File: src/rtl/exec_writeback.sv
// Execute/writeback stage: reads two operands from register_file, runs the ALU, writes dst back.
// Optional shift-add multiplier (opcode 8) is built only when EXEC_MUL_EN is defined.
module exec_writeback #(
  parameter int DATA_W = 64,
  parameter int ADDR_W = 4
) (
  input  logic              clk,
  input  logic              reset,
  input  logic              instValid,
  output logic              instReady,
  input  logic [3:0]        opcode,
  input  logic [ADDR_W-1:0] dstAddr,
  input  logic [ADDR_W-1:0] srcAddr,
  output logic [ADDR_W-1:0] rfDst,
  output logic [ADDR_W-1:0] rfSrc,
  input  logic [DATA_W-1:0] rfDstRead,
  input  logic [DATA_W-1:0] rfSrcRead,
  output logic [DATA_W-1:0] rfDstWrite,
  output logic              rfWriteEnable,
  output logic              done,
  output logic              illegal,
  output logic              zeroFlag,
  output logic              carryFlag,
  output logic [2:0]        stateDbg
);

  localparam int SH_W = $clog2(DATA_W);

  typedef enum logic [2:0] {
    IDLE  = 3'd0,
    READ  = 3'd1,
    EXEC  = 3'd2,
`ifdef EXEC_MUL_EN
    MUL   = 3'd3,
`endif
    WRITE = 3'd4
  } state_t;

  state_t state, nextState;

  logic [3:0]        opQ;
  logic [ADDR_W-1:0] dstQ, srcQ;
  logic [DATA_W-1:0] aQ, bQ, resultQ;
  logic              isLegal, isWrite, isMul;
  logic [DATA_W:0]   sumW, diffW;
  logic [DATA_W-1:0] aluRes;
  logic              aluCarry;
`ifdef EXEC_MUL_EN
  logic [SH_W-1:0]   mulCnt;
  logic [DATA_W-1:0] mulAcc;
  logic              mulLast;
`endif

  always_comb begin
    isMul   = 1'b0;
    isLegal = (opQ <= 4'd9);
`ifdef EXEC_MUL_EN
    isMul   = (opQ == 4'd8);
`else
    if (opQ == 4'd8) isLegal = 1'b0;
`endif
    isWrite = isLegal && (opQ != 4'd9);
  end

  always_comb begin
    sumW     = {1'b0, aQ} + {1'b0, bQ};
    diffW    = {1'b0, aQ} - {1'b0, bQ};
    aluRes   = bQ;
    aluCarry = 1'b0;
    case (opQ)
      4'd1:       begin aluRes = sumW[DATA_W-1:0];  aluCarry = sumW[DATA_W];  end
      4'd2, 4'd9: begin aluRes = diffW[DATA_W-1:0]; aluCarry = diffW[DATA_W]; end
      4'd3:       aluRes = aQ & bQ;
      4'd4:       aluRes = aQ | bQ;
      4'd5:       aluRes = aQ ^ bQ;
      4'd6:       aluRes = aQ << bQ[SH_W-1:0];
      4'd7:       aluRes = aQ >> bQ[SH_W-1:0];
      default:    aluRes = bQ;
    endcase
  end

`ifdef EXEC_MUL_EN
  assign mulAcc  = resultQ + (bQ[0] ? aQ : '0);
  assign mulLast = (mulCnt == SH_W'(DATA_W - 1));
`endif

  always_ff @(posedge clk) begin
    if (reset) state <= IDLE;
    else       state <= nextState;
  end

  // Handshake: an instruction transfers on a rising edge where instValid && instReady;
  // instReady is high only in IDLE, so instValid in any other state is ignored.
  always_comb begin
    nextState = state;
    case (state)
      IDLE:  if (instValid) nextState = READ;
      READ:  nextState = EXEC;
`ifdef EXEC_MUL_EN
      EXEC:  nextState = isMul ? MUL : WRITE;
      MUL:   if (mulLast) nextState = WRITE;
`else
      EXEC:  nextState = WRITE;
`endif
      WRITE: nextState = IDLE;
      default: nextState = IDLE;
    endcase
  end

  // Strobes are gated by reset so a write in WRITE is abandoned on a reset edge.
  always_comb begin
    instReady     = (state == IDLE);
    done          = (state == WRITE) && !reset;
    rfWriteEnable = (state == WRITE) && isWrite && !reset;
    illegal       = (state == WRITE) && !isLegal && !reset;
    stateDbg      = state;
  end

  always_ff @(posedge clk) begin
    if (reset) begin
      opQ       <= '0;
      dstQ      <= '0;
      srcQ      <= '0;
      aQ        <= '0;
      bQ        <= '0;
      resultQ   <= '0;
      zeroFlag  <= 1'b0;
      carryFlag <= 1'b0;
`ifdef EXEC_MUL_EN
      mulCnt    <= '0;
`endif
    end else begin
      case (state)
        IDLE: if (instValid) begin
          opQ  <= opcode;
          dstQ <= dstAddr;
          srcQ <= srcAddr;
        end
        READ: begin
          aQ <= rfDstRead;
          bQ <= rfSrcRead;
        end
        EXEC: begin
          if (isMul) begin
`ifdef EXEC_MUL_EN
            resultQ <= '0;
            mulCnt  <= '0;
`endif
          end else if (isLegal) begin
            if (isWrite) resultQ <= aluRes;
            zeroFlag  <= (aluRes == '0);
            carryFlag <= aluCarry;
          end
        end
`ifdef EXEC_MUL_EN
        MUL: begin
          resultQ <= mulAcc;
          aQ      <= aQ << 1;
          bQ      <= bQ >> 1;
          mulCnt  <= mulCnt + 1'b1;
          if (mulLast) begin
            zeroFlag  <= (mulAcc == '0);
            carryFlag <= 1'b0;
          end
        end
`endif
        default: ;
      endcase
    end
  end

  assign rfDst      = dstQ;
  assign rfSrc      = srcQ;
  assign rfDstWrite = resultQ;

endmodule

File: config.mk
export PLATFORM = sky130hd
export DESIGN_NAME = exec_writeback
export DESIGN_NICKNAME = d
export VERILOG_FILES = /design/src/rtl/exec_writeback.sv
export SDC_FILE = /design/constraint.sdc
export NUM_CORES = 2
export LEC_CHECK = 0
export ABC_AREA = 1
export ABC_CLOCK_PERIOD_IN_PS = 5100
export CAP_MARGIN = 30
export CELL_PAD_IN_SITES_DETAIL_PLACEMENT = 0
export CELL_PAD_IN_SITES_GLOBAL_PLACEMENT = 2
export CORE_ASPECT_RATIO = 0.7
export CORE_UTILIZATION = 33
export CTS_BUF_LIST = sky130_fd_sc_hd__clkbuf_16
export DETAILED_ROUTE_END_ITERATION = 10
export HOLD_SLACK_MARGIN = 0.1
export PLACE_DENSITY_LB_ADDON = 0.25
export SYNTH_ARGS = -nofsm -noshare
export SYNTH_HDL_FRONTEND = slang
export SYNTH_SLANG_ARGS = --single-unit
File: constraint.sdc
create_clock -name clk -period 5.1 [get_ports clk]
set_clock_uncertainty 0.2 [all_clocks]
set_input_delay 1.02 -clock clk [delete_from_list [all_inputs] [get_ports clk]]
set_output_delay 1.02 -clock clk [all_outputs]
set_load 0.1 [all_outputs]
# --- Word level (Yosys, flattened, before mapping) ---
# Cells that the tools add are included.
classes:
  n_lt_le_gt_ge: 1
  n_shift: 2
  n_mux: 5
  multipliers: 0
  n_div: 0
  add_sub_neg: 2
  bitwise_logic: 3
  reduce_logical: 14
  eq_ne: 14
op_table:
  columns: ["op", "n"]
  rows:
  - ["case mux 64 bit (7 select lines)", 1]
  - ["adder 64 x 64 -> 65 bit", 1]
  - ["subtractor 64 x 64 -> 65 bit", 1]
  - ["bitwise AND 64 bit", 1]
  - ["logical NOT 64 bit", 1]
  - ["OR 64 bit", 1]
  - ["<< shifter 64 x 6 -> 64 bit", 1]
  - [">> shifter 64 x 6 -> 64 bit", 1]
  - ["XOR 64 bit", 1]
  - ["equality test 4 x 3 -> 1 bit, second input constant", 4]
  - ["case mux 3 bit (3 select lines)", 1]
  - ["equality test 4 x 2 -> 1 bit, second input constant", 2]
  - ["equality test 4 bit, second input constant", 2]
  - ["logical AND 1 bit", 6]
  - ["equality test 4 x 1 -> 1 bit, second input constant", 1]
  - ["<= comparator 4 bit, second input constant", 1]
  - ["inequality test 4 bit, second input constant", 1]
  - ["AND reduction 2 bit", 2]
  - ["equality test 3 x 1 -> 1 bit, second input constant", 1]
  - ["equality test 3 x 2 -> 1 bit, second input constant", 1]
  - ["equality test 3 bit, second input constant", 1]
  - ["logical NOT 3 bit", 1]
  - ["two-way mux 3 bit", 1]
  - ["AND reduction 3 bit", 1]
  - ["other kinds (5)", 6]
word_totals:
  mem_count: 0
  reg_bits: 209
  romBits: 0
  mem_bits_rw: 0
  latch_bits: 0

# --- Longest topological paths before layout ---
depth:
  depth_word: 5
  depth_mapped: 29

# --- Least setup slack after synthesis ---
# OpenSTA, ideal clock, no wires.
synth_timing:
  kind: "input to output"
  startpoint: "in reset"
  endpoint: "out illegal"
  stages: 5
  t_arrival_ns: 2.992
  setup_slack_ns: 0.888
  path_cell_list: "inv_1 > clkbuf_1 > clkbuf_1 > nand2_1 > nor2_1"
synth_via:
  elab_chain_cells: 2
synth_rtl:
  columns: ["element", "line", "rtl"]
  rows:
  - ["start: declaration", "8", "input logic reset,"]
  - ["logical NOT 1 bit", "115", "illegal = (state == WRITE) && !isLegal && !reset;"]
  - ["logical AND 1 bit", "115", null]
  - ["end: declaration", "21", "output logic illegal,"]
# Every way passes these cells.

# --- Worst setup path after layout ---
layout_timing:
  startpoint: "reg aQ[21]"
  endpoint: "reg zeroFlag"
layout_via:
  elab_chain_cells: 3
  word_cells_on_any_way: 9
  classes_between: "add/sub (2); shift (2); mux (1); bitwise (3); reduce/logical (1)"
layout_rtl:
  columns: ["element", "line", "rtl"]
  rows:
  - ["start: declaration", "43", "logic [DATA_W-1:0] aQ, bQ, resultQ;"]
  - ["start signal: assignment", "140", "aQ <= rfDstRead;"]
  - ["subtractor 64 x 64 -> 65 bit, or another cell as far along", "67", "diffW = {1'b0, aQ} - {1'b0, bQ};"]
  - ["case mux 64 bit (7 select lines) *", "70", "case (opQ)"]
  - ["logical NOT 64 bit *", "151", "zeroFlag <= (aluRes == '0);"]
  - ["end signal: assignment", "151", null]
  - ["end: declaration", "22", "output logic zeroFlag,"]
# Mark *: on every way between the ends. The rest lies on a longest branch, timed or not.
# A chain may end at the register's enable or synchronous reset.

==> results.py <==
metrics = {
    "status": {
        "status": "completed",
    },
    "setup_path": {
        "crit_path_max_fanout": 8,
        "path_cells": "inv_1 > ha_1 > buf_4 > nor2_1 > inv_1 > nor2_1 > nand2_1 > nor2_2 > nand2_1 > nand3_1 > nand2_1 > nand3_1 > nand3_1 > nand2_1 > nand2_1 > clkinv_1 > nand2_1 > nor2_1 > nand3_2 > nor2_1 > nand2_1 > a21oi_1",
        "critPathMaxStageDelay_ns": 0.63,
        "slowest_stage": "dfxtp_1",
        "worstPathArrival_ns": 5.36,
        "end_kind": "flop",
        "reg2reg_slack_ns": 0.1,
        "worst_r2r_startpoint": "aQ[21]",
        "cp-start-kind": "flop",
        "r2r_end": "zeroFlag",
        "critPathKind": "flop to flop",
        "crit_required_ns": 5.46,
        "timing.critical_path.mode_cell": "nand2_1",
        "reg2regPathDepth": 22,
    },
    "global_routing": {
        "grt_util_all_layers": 0.4313,
        "grt_pass1_wl_um": 280700,
        "antenna_found_initial": 9,
        "grt_max_degree": 142,
        "grt_overflow": 0,
        "first_global_vias": 35345,
    },
    "sta": {
        "final_hold_viol_count": 0,
        "fin_crit_sh": 0.9808,
        "worst_hold_slack_ns": 0.2597,
        "fin_ws_ns": 0.09783,
        "rsz0062_at_grt": "no",
        "finalSetupTns_ns": 0,
        "max-slew-margin-rel": 0.2902,
        "fin_crit_ns": 5.002,
        "final-max-slew-violation-count": 0,
        "fmax_ghz": 0.1999,
        "setup_viol": 0,
        "worstMarginPinSlew_ns": 1.053,
    },
    "finish": {
        "nNetsFinal": 6135,
        "drive_gt1_frac": 0.05119,
        "area_delta_synth_final_pct": 16.33,
        "finalNonFillerCells": 7026,
    },
    "worst_hold_path": {
        "min_to": "rfDst[0]",
        "hold_path.class": "flop to flop",
        "holdPathStages": 2,
        "hp-start": "rfDst[0]",
    },
    "routing": {
        "wire_per_inst_um": 29.42,
        "drt_iter0_drc": 6712,
        "viasPerCell": 5.733,
        "num_vias": 40280,
        "dr.pass1.iters": 8,
        "drt-total-wl_um": 206700,
        "drc_errors": 0,
        "antenna_left": 0,
    },
    "synth": {
        "synth_compound_area_frac": 0.1471,
        "synth_fa_ha_area_frac": 0.08842,
        "synth.cell_area_mm2": 0.03017,
        "ys_seq_elements": 209,
        "synth_top_family_by_area": "simple AND/OR/NAND/NOR gates",
        "yosysUniqueCellTypes": 46,
        "postSynthCellCount": 5679,
        "synth-edff-count": 0,
        "async_flop_share": 0,
        "syn_avg_cell_area_um2": 5.312,
        "synth_xor_area_frac": 0,
        "synthSimpleGateAreaFrac": 0.4909,
        "ys.flop_type": "dfxtp_1",
        "ys_warn_count": 0,
        "muxShareOfSynthArea": 0,
        "synth.net_count": 6034,
        "ys_seq_area_frac": 0.1387,
    },
    "pwr": {
        "power_density_mw_per_mm2": 283.7,
        "vdd_ir_drop_max_mv": 0.2548,
        "p_leak_nw": 17.09,
    },
    "place": {
        "io_buffers": 223,
        "dp.cells": 6970,
        "post-place-ws_ns": -0.1854,
        "place_congestion": 1.091,
        "dp_hpwl_um": 170600,
    },
    "die": {
        "die_w_um": 363.4,
        "core_mm2": 0.09025,
        "initial_core_util": 0.3343,
        "die_y_um": 255.0,
        "fp.dieArea_mm2": 0.09265,
        "rows": 92,
        "ios": 224,
    },
    "clock_tree": {
        "htreeDepth": 1,
        "cts_hold_buffers": 0,
        "cts_root_buf": "clkbuf_16",
        "clockBufferDepth": 3,
        "cts_num_sinks": 209,
        "insertion_delay_ns": 0.65,
        "cts_buffers": 29,
        "cts_tree": "done",
        "path_clk_slew_ns": 0.07,
    },
    "job": {
        "cap_violations": 0,
    },
}
[registers in the layout, indices dropped and copies added (netlist names)]
register    cells
stateDbg        3
rfDst           4
rfDstWrite     64
aQ             64
rfSrc           4
carryFlag       1
opQ             4
bQ             64
zeroFlag        1
[cells by family after synthesis]
group | Yosys count
fa+ha+maj | 212
buf+inv | 1010
flops | 209
simple gates | 3428
compound gates | 820
[how the worst max path moves through the flow]
stage / from / slack (ns) / end / depth (start not counted)
2_1_floorplan: reset / 0.89 / illegal / 5
5_1_grt: aQ[7] / 0.0008 / zeroFlag / 23
3_3_place_gp: bQ[5] / -0.29 / zeroFlag / 20
3_5_place_dp: bQ[5] / -0.19 / zeroFlag / 20
6_report: aQ[21] / 0.1 / zeroFlag / 22
4_1_cts: bQ[5] / 0.07 / zeroFlag / 20
[worst max-delay path, delay by kind of cell, from the launching register on]
kind / cells / cell delay, ns
compound gates: 1 / 0.11
fa+ha+maj: 1 / 0.35
buf+inv: 4 / 0.43
flops: 1 / 0.63
simple gates: 16 / 3.15
[layout by cell type, fill, tap and decap left out, drive strengths merged, types with 12 or more instances in the layout]
cell	count
clkinv	12
nand4	68
a21oi	370
clkbuf	30
nand3	1097
o21ai	308
o211ai	21
dfxtp	209
nand2	1708
nor2	475
o21a	17
o21bai	31
inv	701
nor3	48
buf	160
o22ai	41
clkdlybuf4s50	220
ha	210
[repair_timing]
| item | in CTS | in global routing |
|---|---|---|
| resized for setup | 3 | 5 |
| pin swaps | 0 | 0 |
| buffers inserted | 0 | 0 |
| gates cloned | 0 | 0 |
| endpoints found under the setup margin | 1 | 1 |
[through the flow]
stage,power (W),instance area (um^2),util
final,0.009957,35090,0.3889
after global routing,0.01029,35090,0.3888
after CTS,0.009691,35070,0.3886
after detailed placement,0.007513,34130,0.3781
after global placement,0.007528,33850,0.3750
after floorplan,0.005080,30170,-
[layout make-up]
| cell class | count | area (um^2) |
|---|---|---|
| Antenna cell | 2 | 5.005 |
| Clock buffer | 29 | 725.7 |
| Clock inverter | 24 | 203.9 |
| Fill cell | 10392 | 55150 |
| Inverter | 699 | 2644 |
| Multi-Input combinational cell | 4460 | 21960 |
| Sequential cell | 209 | 4203 |
| Tap cell | 1222 | 1529 |
| Timing Repair Buffer | 381 | 3821 |
[cell usage after synthesis, types with 2 or more instances]
library cell  number  area [um^2]
a211oi_1           6        45.04
a21boi_0           4        30.03
a21o_1             3        22.52
a21oi_1          370         1852
a31oi_1            3        18.77
and2_1             7        43.79
and3_1             3        18.77
buf_1             38        142.6
buf_2            126        630.6
buf_4              9        67.56
buf_6              9        101.4
clkbuf_1         128        480.5
clkinv_1           3        11.26
dfxtp_1          209         4184
fa_1               2        40.04
ha_1             210         2628
inv_1            685         2571
inv_2              9        33.78
inv_4              2        12.51
nand2_1         1685         6325
nand2_2           10        62.56
nand2_4           13        146.4
nand3_1         1085         5430
nand3_2           12        120.1
nand3b_1          10        75.07
nand4_1           68        425.4
nor2_1           467         1753
nor2_2             7        43.79
nor3_1            42        210.2
nor3_2             6        60.06
nor4_1             8        50.05
o2111ai_1          6        52.55
o211ai_1          21        157.7
o21a_1            17        127.6
o21ai_0          281         1406
o21ai_1           24        120.1
o21ai_2            3        26.28
o21bai_1          31        232.7
o221ai_1           9        78.83
o22ai_1           41        256.5
or2_2              2        12.51
[layer usage]
| metal | track usage | share of wire |
|---|---|---|
| met5 | 0.005676 | 0.000068 |
| met4 | 0.1995 | 0.054 |
| met3 | 0.1158 | 0.12 |
| met2 | 0.6032 | 0.39 |
| met1 | 0.6059 | 0.44 |
[power breakdown]
group	leakage, nW	total [W]	internal, W	switching, W
Combinational	14.9	0.00588	0.00150	0.00438
Clock	0.438	0.00218	0.00115	0.00104
Sequential	1.71	0.00190	0.00174	0.000155
Total	17.1	0.00996	0.00439	0.00557
Power figures use the tool's default switching activity.
